File: src/rtl/flag_hazard_ctrl.sv
// flag_hazard_ctrl: committed NZCV register, early condition resolution in Decode,
// and per-group (NZ, CV) scoreboarding of in-flight flag writers.
module flag_hazard_ctrl #(
  parameter int MAX_INFLIGHT = 3
) (
  input  logic       clk,
  input  logic       reset,
  input  logic       DecValid,
  input  logic [3:0] DecCond,
  input  logic [1:0] DecFlagsWrite,
  input  logic       CommitValid,
  input  logic [1:0] CommitFlagsWrite,
  input  logic       CommitCondEx,
  input  logic [3:0] CommitALUFlags,
  input  logic       Flush,
  output logic       Stall,
  output logic       Issue,
  output logic       EarlyCondEx,
  output logic [3:0] Flags,
  output logic       ProtoErr
);
  localparam int CW = $clog2(MAX_INFLIGHT + 1);
  localparam logic [CW-1:0] CMAX = CW'(MAX_INFLIGHT);
  // Indexed by DecCond[3:1]: which cond pairs read N/Z and which read C/V.
  localparam logic [7:0] NZ_USE = 8'b0111_0101;
  localparam logic [7:0] CV_USE = 8'b0111_1010;
  logic [1:0][CW-1:0] cnt;
  logic [1:0] need, busy, full, inc, dec, under;
  logic [7:0] base;
  logic n, z, c, v;
  always_comb begin
    {n, z, c, v} = Flags;
    // Even cond of each pair; the odd one is its inverse (1110 -> 1, 1111 -> 0).
    base = {1'b1, ~z & (n == v), n == v, c & ~z, v, n, c, z};
    EarlyCondEx = base[DecCond[3:1]] ^ DecCond[0];
    need = {NZ_USE[DecCond[3:1]], CV_USE[DecCond[3:1]]};
    busy = {cnt[1] != '0, cnt[0] != '0};
    full = {cnt[1] == CMAX, cnt[0] == CMAX};
    Stall = DecValid & ((|(need & busy)) | (|(DecFlagsWrite & full)));
    Issue = DecValid & ~Stall & ~Flush;
    inc = {2{Issue}} & DecFlagsWrite;
    dec = {2{CommitValid}} & CommitFlagsWrite;
    under = dec & ~busy;
  end
  for (genvar g = 0; g < 2; g++) begin : grp
    always_ff @(posedge clk)
      if (reset || Flush) cnt[g] <= '0;
      else if (inc[g] && !dec[g]) cnt[g] <= cnt[g] + CW'(1);
      else if (dec[g] && !inc[g] && busy[g]) cnt[g] <= cnt[g] - CW'(1);
  end
  always_ff @(posedge clk)
    if (reset) begin
      Flags <= '0;
      ProtoErr <= 1'b0;
    end else begin
      if (CommitValid && CommitCondEx && CommitFlagsWrite[1]) Flags[3:2] <= CommitALUFlags[3:2];
      if (CommitValid && CommitCondEx && CommitFlagsWrite[0]) Flags[1:0] <= CommitALUFlags[1:0];
      ProtoErr <= ProtoErr | (|under);
    end
endmodule

File: config.mk
export PLATFORM = sky130hd
export DESIGN_NAME = flag_hazard_ctrl
export DESIGN_NICKNAME = d
export VERILOG_FILES = /design/src/rtl/flag_hazard_ctrl.sv
export SDC_FILE = /design/constraint.sdc
export NUM_CORES = 1
export LEC_CHECK = 0
export BUFFER_PORTS_ARGS = -buffer_cell sky130_fd_sc_hd__buf_2
export CELL_PAD_IN_SITES_DETAIL_PLACEMENT = 0
export CELL_PAD_IN_SITES_GLOBAL_PLACEMENT = 2
export CORE_MARGIN = 3
export CORE_UTILIZATION = 27
export CTS_CLUSTER_SIZE = 20
export DETAILED_ROUTE_END_ITERATION = 6
export GPL_ROUTABILITY_DRIVEN = 0
export PLACE_DENSITY = 0.79
export SETUP_SLACK_MARGIN = 0.4
export SKIP_CTS_REPAIR_TIMING = 1
export SLEW_MARGIN = 10
export SYNTH_ARGS = -nofsm -noshare
export SYNTH_HDL_FRONTEND = slang
export SYNTH_SLANG_ARGS = --single-unit
File: constraint.sdc
create_clock -name clk -period 3.64 [get_ports clk]
set_input_delay 1.092 -clock clk [delete_from_list [all_inputs] [get_ports clk]]
set_output_delay 1.092 -clock clk [all_outputs]
set_load 0.02 [all_outputs]
# Yosys cells after proc, flatten, opt, wreduce, memory -nomap -nowiden
# Memory sizes are Yosys's and may differ from the RTL's.
# Index checks and enable logic that the tools add are counted.
# op_classes
reduce_logical,21
order_cmp,1
bitwise_logic,17
muxes,8
eq_ne,3
add_sub_neg,4
# op_table
cell,n
$and 2x2->2,5
$logic_and 1x1->1,9
$mux 2,4
$reduce_bool 2->1,4
$reduce_or 2->1,3
$and 1x1->1,5
$add 2x1->2 const B,2
$eq 2x2->1 const B,2
$logic_not 1->1,4
$lt 3x4->1 const B,1
$sub 2x1->2 const B,2
$bmux 1 s3,1
$mux 1,3
$not 1->1,3
$not 2->2,1
$or 1x1->1,2
$eq 1x1->1,1
$logic_or 1x1->1,1
$xor 1x1->1,1
# totals
elab_cells,61
input_bits,18
romBits,16
out_inout_bits,8
register_bits,9
n_memories,2
# memory_table
memory,depth,word_bits,rd,rd_ports_with_merged_regs,wr,line_no,rtl
(name not given),8,1,1,0,0,36,"need = {NZ_USE[DecCond[3:1]], CV_USE[DecCond[3:1]]};"
(name not given),8,1,1,0,0,36,

# Depth between registers and ports, before layout
# Gate-level depths: netlist of the first run.
# logic_depth
word_depth,15
mapped_depth,5
ltp_nobuf,5

# Least setup slack after synthesis of the first run
# No wires, ideal clock.
# synth_path
path_kind,input port to output port
from,in DecFlagsWrite[0]
to,out Issue
setup_slack_ns,0.293
n_path_buf,0
cell_stages,4
arrival_ns,2.255
required_ns,2.548
path_cell_list,and3_4 a31oi_4 nand2_1 nor4b_1
# synth_between
elab_chain_len,7
# synth_rtl
element,line_no,rtl
"start, declared",10,"input logic [1:0] DecFlagsWrite,"
$and 2x2->2,39,Stall = DecValid & ((|(need & busy)) | (|(DecFlagsWrite & full)));
$reduce_or 2->1,39,
$or 1x1->1,39,
$and 1x1->1,39,
$not 1->1,40,Issue = DecValid & ~Stall & ~Flush;
$and 1x1->1 (2 in series),40,
"end, declared",17,"output logic Issue,"
# No other way between the ends.

# Worst setup path after layout of the first run
# Ends and elaborated chain as after synthesis.

==> results of run 1 <==
==> final cells by class <==
cell class	instances	area (um2)	share of cell area (%)
Multi-Input combinational cell	57	435	52.4
Timing Repair Buffer	26	150	18.1
Inverter	1	3.75	0.452
Clock buffer	3	22.5	2.71
Tap cell	27	33.8	4.07
Sequential cell	9	180	21.7
Clock inverter	1	5.00	0.602
==> flip-flops by register name, indices dropped and copies added, names as in the netlist <==
register and cells:
cnt 4, Flags 4, ProtoErr 1
==> per-layer routing <==
layer	track usage, %	vias to the layer above	routed length, um
met5	0	-	0
met4	2.55	0	18
met3	5.07	2	72
met2	17.6	14	744
met1	15.3	291	740
li1	-	322	-
==> worst min-delay path: stages, from the launching register on <==
cell and delay (ps):
sky130_fd_sc_hd__dfxtp_1 330, sky130_fd_sc_hd__a311oi_1 50, sky130_fd_sc_hd__nor2_1 70
==> report_power, final <==
part           internal (mW)  switching (mW)  total (mW)
registers              0.101         0.00266       0.104
clock network         0.0407          0.0399      0.0806
logic                 0.0257          0.0305      0.0563
==> stage by stage <==
| stage | hold slack (ps) | util [%] | std cells | total power, mW |
|---|---|---|---|---|
| after global routing | 519 | 40.7 | 124 | 0.258 |
| after detailed placement | 465 | 37.8 | 119 | 0.159 |
| after floorplan | 512 | - | 67 | 0.135 |
| after CTS | 487 | 39.2 | 123 | 0.243 |
| after global placement | 459 | 37.8 | 119 | 0.159 |
| final | 474 | 40.7 | 124 | 0.241 |
==> path summary, 6_finish.rpt <==
check,end,slack [ps],cells after the start,from
worst max-delay path,Issue,460,6,DecFlagsWrite[0]
worst min-delay path,ProtoErr,470,2,ProtoErr
worst max register to register,cnt[2],2040,5,cnt[0]
worst min register to register,ProtoErr,470,2,ProtoErr
==> cells by family after synthesis <==
logic type             after synthesis
flip-flops                           9
buffers and inverters                1
AND/OR/NAND/NOR                     30
XOR/XNOR                             4
multiplexers                         5
AO/OA/AOI/OAI                       18
==> cell usage after synthesis (all sizes together), types with 2 or more instances <==
library cell  count
nor2             12
dfxtp             9
a21oi             6
nand2             5
mux2i             4
a2111oi           2
a221oi            2
a31oi             2
and4b             2
nand3             2
nand4             2
nand4b            2
xnor2             2
xor2              2
==> reports/results.md, run 1 <==
| Result | Value |
| --- | --- |
| Critical path data arrival time | 2090 ps |
| Stage delay of the slowest cell on the critical path | 260 ps |
| Largest fanout of any net on the critical path | 5 |
| Nature of the critical path endpoint | primary output |
| Max Buffers Root-to-Sink | 2 |
| Transition at the pin with the smallest max-transition slack | 308 ps |
| Worst vdd ir | 201 uV |
| Post-Syn Nets | 85 |
| Final critical-path required period | 3180 ps |
| Global Route Usage Sum | 11.7% |
| Ratio of total power to cell area | 290 mW/mm2 |
| Clock buffers created by TritonCTS | 3 |
| Count of endpoints failing hold in the final timing report | 0 |
| Post-synth top area cell | sky130_fd_sc_hd__dfxtp_1 |
| Detailed-placement wirelength estimate | 1270 um |
| Syn_area_per_cell | 9.06 um2 |
| XOR/XNOR Fraction of Synth Area | 5.77% |
| Post-synth top area share | 29.7% |
| Slowest stage cell on the critical path | sky130_fd_sc_hd__nor4b_2 |
| Fraction of synthesized area in multiplexers | 10.3% |
| Launching element type of the critical path | input pin |
| Clock Tree Root | sky130_fd_sc_hd__clkbuf_4 |
| Register area share after synthesis | 29.7% |
| RSZ-0062 raised after global routing | yes |
| Number of buffer cells added on primary ports | 25 |
| TritonCTS clock tree | done |
| Cell area after synthesis | 607 um2 |
| Number of placement rows | 16 |
| Data required time at the worst endpoint | 2550 ps |
| Post-Synth Simple-Gate Area | 27.8% |
| First-pass iteration count of the detailed router | 4 |
| Fraction of registers with async set or reset after synthesis | 0% |
| Routed wire per std cell | 12.7 um |
| Total DRC errors in the routed layout | 0 |
| Fillers | 228 |
| Post-synthesis sequential element count | 9 |
| Total global routing overflow | 0 |
| Post-placement setup slack | 392 ps |
| Post-place instance area | 772 um2 |
| Core Area | 0.00204 mm2 |
| Number of antenna violations at the first check in global routing | 0 |
| Type of the tightest min-delay check | reg2reg |
| Number of global-route vias before repair | 537 |
| Die Span Y | 53.4 um |
| Outcome | finished, final reports clean |
| Clock Skew | 0.182 ps |
| Ratio of cells with drive above 1 in the final layout | 45.4% |
| Pins over their slew limit | 0 |
| First-pass GRT wire length | 2350 um |
| Largest net degree at the start of global routing | 8 |
| Cells along the critical path | buf_6 > and3_4 > a31oi_4 > nand2_2 > nor4b_2 > buf_4 |
| Maximum clock frequency | 315 MHz |
| Relative slew slack | 79.4% |
| Most common cell after layout, fill and taps aside | sky130_fd_sc_hd__buf_2 |
| Post-Route Setup TNS | 0 ps |
| Post-route cell area | 831 um2 |
| Warnings, synthesis | 0 |
| Clock Sinks | 9 |
| Worst path buffer plus inverter count | 2 |
| Static Leak | 0.359 nW |
| Most used cells in the layout excluding fill and tap cells | sky130_fd_sc_hd__buf_2, sky130_fd_sc_hd__nor2_1, sky130_fd_sc_hd__dfxtp_1 |
| Number of nets in the layout | 116 |
| Post-CTS clock slew at the launch and capture registers of the worst setup and hold paths | 70 ps |
| Final worst-path cycle share | 87.3% |
| First DRT Iteration DRCs | 13 |
| Relative area change from synthesis to final layout | 36.9% |
| Top area cells in the synthesized netlist | sky130_fd_sc_hd__dfxtp_1, sky130_fd_sc_hd__nor2_1, sky130_fd_sc_hd__mux2i_1, sky130_fd_sc_hd__a21oi_1, sky130_fd_sc_hd__a2111oi_2 |
| Overall routed net length | 1580 um |
| Antenna-violating nets left | 0 |
| Final Setup Violations | 0 |
| H-tree depth reported by CTS | 1 |
| Total die area | 0.00285 mm2 |
| Floorplan die width | 53.4 um |
| Number of vias in the routed layout | 629 |
| Primary FF master, synth | sky130_fd_sc_hd__dfxtp_1 |
| ANT cells | 0 |
| Latest clock arrival within the worst-skew pair | 270 ps |
| Max Cap Viol | 0 |
| Synth Area in Compound Gates | 25.8% |
| Number of primary I/O pins | 26 |
| Largest family of logic cells by synthesized area | simple AND/OR/NAND/NOR gates |
| Number of vias per cell | 5.07 |
| Number of synthesized flops with an enable pin | 0 |
| Gate count of the mapped netlist | 67 |
| Fraction of the mapped netlist area in adder cells | 0% |
| Number of distinct library cell variants in the gate-level netlist after synthesis | 28 |
| Family of cells with the greatest summed delay on the critical path | simple AND/OR/NAND/NOR gates |
| Start-to-end type of the worst setup path | in2out |
| Initial standard-cell utilization of the core | 29.7% |
| Post-layout worst setup margin | 462 ps |
Power figures use the tool's default switching activity.
==> inputs of run 2 (changes only) <==
--- a/config.mk
+++ b/config.mk
@@ -8,12 +8,14 @@
 export BUFFER_PORTS_ARGS = -buffer_cell sky130_fd_sc_hd__buf_2
 export CELL_PAD_IN_SITES_DETAIL_PLACEMENT = 0
 export CELL_PAD_IN_SITES_GLOBAL_PLACEMENT = 2
+export CORE_ASPECT_RATIO = 1.75
 export CORE_MARGIN = 3
-export CORE_UTILIZATION = 27
+export CORE_UTILIZATION = 25
 export CTS_CLUSTER_SIZE = 20
 export DETAILED_ROUTE_END_ITERATION = 6
 export GPL_ROUTABILITY_DRIVEN = 0
-export PLACE_DENSITY = 0.79
+export PLACE_DENSITY = 0.74
+export RECOVER_POWER = 50
 export SETUP_SLACK_MARGIN = 0.4
 export SKIP_CTS_REPAIR_TIMING = 1
 export SLEW_MARGIN = 10
==> constraint.sdc (replaced) <==
create_clock -name clk -period 3 [get_ports clk]
set_input_delay 0.9 -clock clk [delete_from_list [all_inputs] [get_ports clk]]
set_output_delay 0.9 -clock clk [all_outputs]
set_load 0.02 [all_outputs]
==> run 2 against run 1 <==
Compared with the run above:
- clock skew grew 1.3 ps
- combinational power grew 24%
- critical endpoint is now EarlyCondEx
- non-clock buffer count grew 1
- final area grew 3.9%
- sequential power grew 22%
- flip-flop and latch count is the same
- die area grew 7.9%
- count of clock-buffer cells in the layout is the same
- global-route usage grew 0.32 points
==> reports/results.md, run 2 (synthesis results as in run 1) <==
| Result | Value |
| --- | --- |
| Number of nets in the layout | 117 |
| Final cell count without fillers | 123 |
| Antenna-violating nets left | 0 |
| Post-CTS clock slew at the launch and capture registers of the worst setup and hold paths | 50 ps |
| Relative slew slack | 75.1% |
| Overall routed net length | 1590 um |
| Largest net degree at the start of global routing | 8 |
| Type of the tightest min-delay check | reg2reg |
| Worst reg2reg endpoint | cnt[0] |
| Most common cell after layout, fill and taps aside | sky130_fd_sc_hd__buf_2 |
| Critical path data arrival time | 1890 ps |
| Final worst-path cycle share | 93.0% |
| Routed wire per std cell | 12.9 um |
| Critical register-to-register path startpoint | cnt[1] |
| Cells along the critical path | buf_6 > mux4_2 > inv_2 > o21ai_2 > xor2_2 > buf_6 |
| Total die area | 0.00308 mm2 |
| Final design utilization | 37.5% |
| Core Area | 0.00230 mm2 |
| RSZ-0062 raised after global routing | yes |
| First-pass iteration count of the detailed router | 4 |
| Number of vias per cell | 5.22 |
| Ratio of total power to cell area | 391 mW/mm2 |
| Worst setup slack for register-to-register paths | 1330 ps |
| ANT cells | 0 |
| Launching element type of the critical path | input pin |
| Critical path origin | DecCond[2] |
| Number of placement rows | 23 |
| First DRT Iteration DRCs | 21 |
| Global Route Usage Sum | 12.0% |
| Most used cells in the layout excluding fill and tap cells | sky130_fd_sc_hd__buf_2, sky130_fd_sc_hd__nor2_1, sky130_fd_sc_hd__dfxtp_1 |
| Relative area change from synthesis to final layout | 42.3% |
| Nature of the critical path endpoint | primary output |
| Total placed cells including tap cells | 117 |
| Number of antenna violations at the first check in global routing | 0 |
| Floorplan die width | 43.2 um |
| Post-Route Setup TNS | 0 ps |
| Max Cap Viol | 0 |
| Slowest stage cell on the critical path | sky130_fd_sc_hd__mux4_2 |
| Number of global-route vias before repair | 662 |
| Worst vdd ir | 267 uV |
| Data required time at the worst endpoint | 2100 ps |
| Leading registers by flop count | Flags x4, cnt x4, ProtoErr x1 |
| Outcome | finished, final reports clean |
| TritonCTS clock tree | done |
| Clock buffers created by TritonCTS | 3 |
| First-pass GRT wire length | 2820 um |
| Transition at the pin with the smallest max-transition slack | 372 ps |
| Largest fanout of any net on the critical path | 5 |
| Total DRC errors in the routed layout | 0 |
| Latest clock arrival within the worst-skew pair | 230 ps |
| Static Leak | 0.362 nW |
| R2R cell count | 5 |
| Pins over their slew limit | 0 |
| Clock Sinks | 9 |
| Clock Tree Root | sky130_fd_sc_hd__clkbuf_8 |
| Most used cell, CP | sky130_fd_sc_hd__buf_6 |
| Total global routing overflow | 0 |
| Clock Skew | 1.45 ps |
| Count of endpoints failing hold in the final timing report | 0 |
| Initial standard-cell utilization of the core | 26.4% |
| Final Setup Violations | 0 |
| Stage delay of the slowest cell on the critical path | 490 ps |
| Number of vias in the routed layout | 642 |
| Detailed-placement wirelength estimate | 1310 um |
| Ratio of cells with drive above 1 in the final layout | 42.9% |
| Start-to-end type of the worst setup path | in2out |
| Number of buffer cells added on primary ports | 25 |
| Die Span Y | 71.2 um |
| Final critical-path required period | 2790 ps |
| Maximum clock frequency | 358 MHz |
| Max Buffers Root-to-Sink | 2 |
| Critical Path End | EarlyCondEx |
| Number of primary I/O pins | 26 |
| H-tree depth reported by CTS | 1 |
[run 2: worst min-delay path by stage]
stage / endpoint / depth (start not counted) / slack (ps) / from
5_1_grt: ProtoErr / 2 / 550 / ProtoErr
4_1_cts: ProtoErr / 2 / 500 / ProtoErr
2_1_floorplan: cnt[0] / 2 / 510 / cnt[1]
6_report: ProtoErr / 2 / 490 / ProtoErr
3_5_place_dp: ProtoErr / 2 / 490 / ProtoErr
3_3_place_gp: ProtoErr / 2 / 470 / ProtoErr
[run 2: power by group]
group,internal [mW],total [mW],leakage [nW],switching [mW]
Sequential,0.123,0.127,0.0732,0.00382
Clock,0.0907,0.140,0.0255,0.0495
Combinational,0.0323,0.0698,0.263,0.0375
[run 2: metal layers]
metal  vias to the layer above  global-route usage (%)  wire, um
li1                        320                       -         -
met1                       294                    13.1       611
met2                        26                    21.3       839
met3                         2                    2.29       115
met4                         0                    6.04        24
met5                         -                       0         0
[run 2: per-stage QoR]
stage	hold WS (ps)	area [um2]	power, mW	setup slack [ps]
floorplan	512	633	0.167	352
global placement	469	790	0.197	137
detailed placement	487	790	0.197	126
CTS	503	836	0.341	121
global route	545	863	0.358	174
finish	494	863	0.337	210
[run 2: critical path, delay by kind of cell]
kind	cells	cell delay [ps]
AOI/OAI and AO/OA	1	60
xor gates and xnor gates	1	150
muxes	1	490
buffers and inverters	3	290
[run 2: layout make-up]
cell class / instances / area (um2)
inverter: 1 / 3.75
fill: 274 / 1440
clock inverter: 1 / 5.00
timing repair buffer: 27 / 150
multi-input combinational: 57 / 452
sequential: 9 / 180
clock buffer: 3 / 41.3
tap: 25 / 31.3
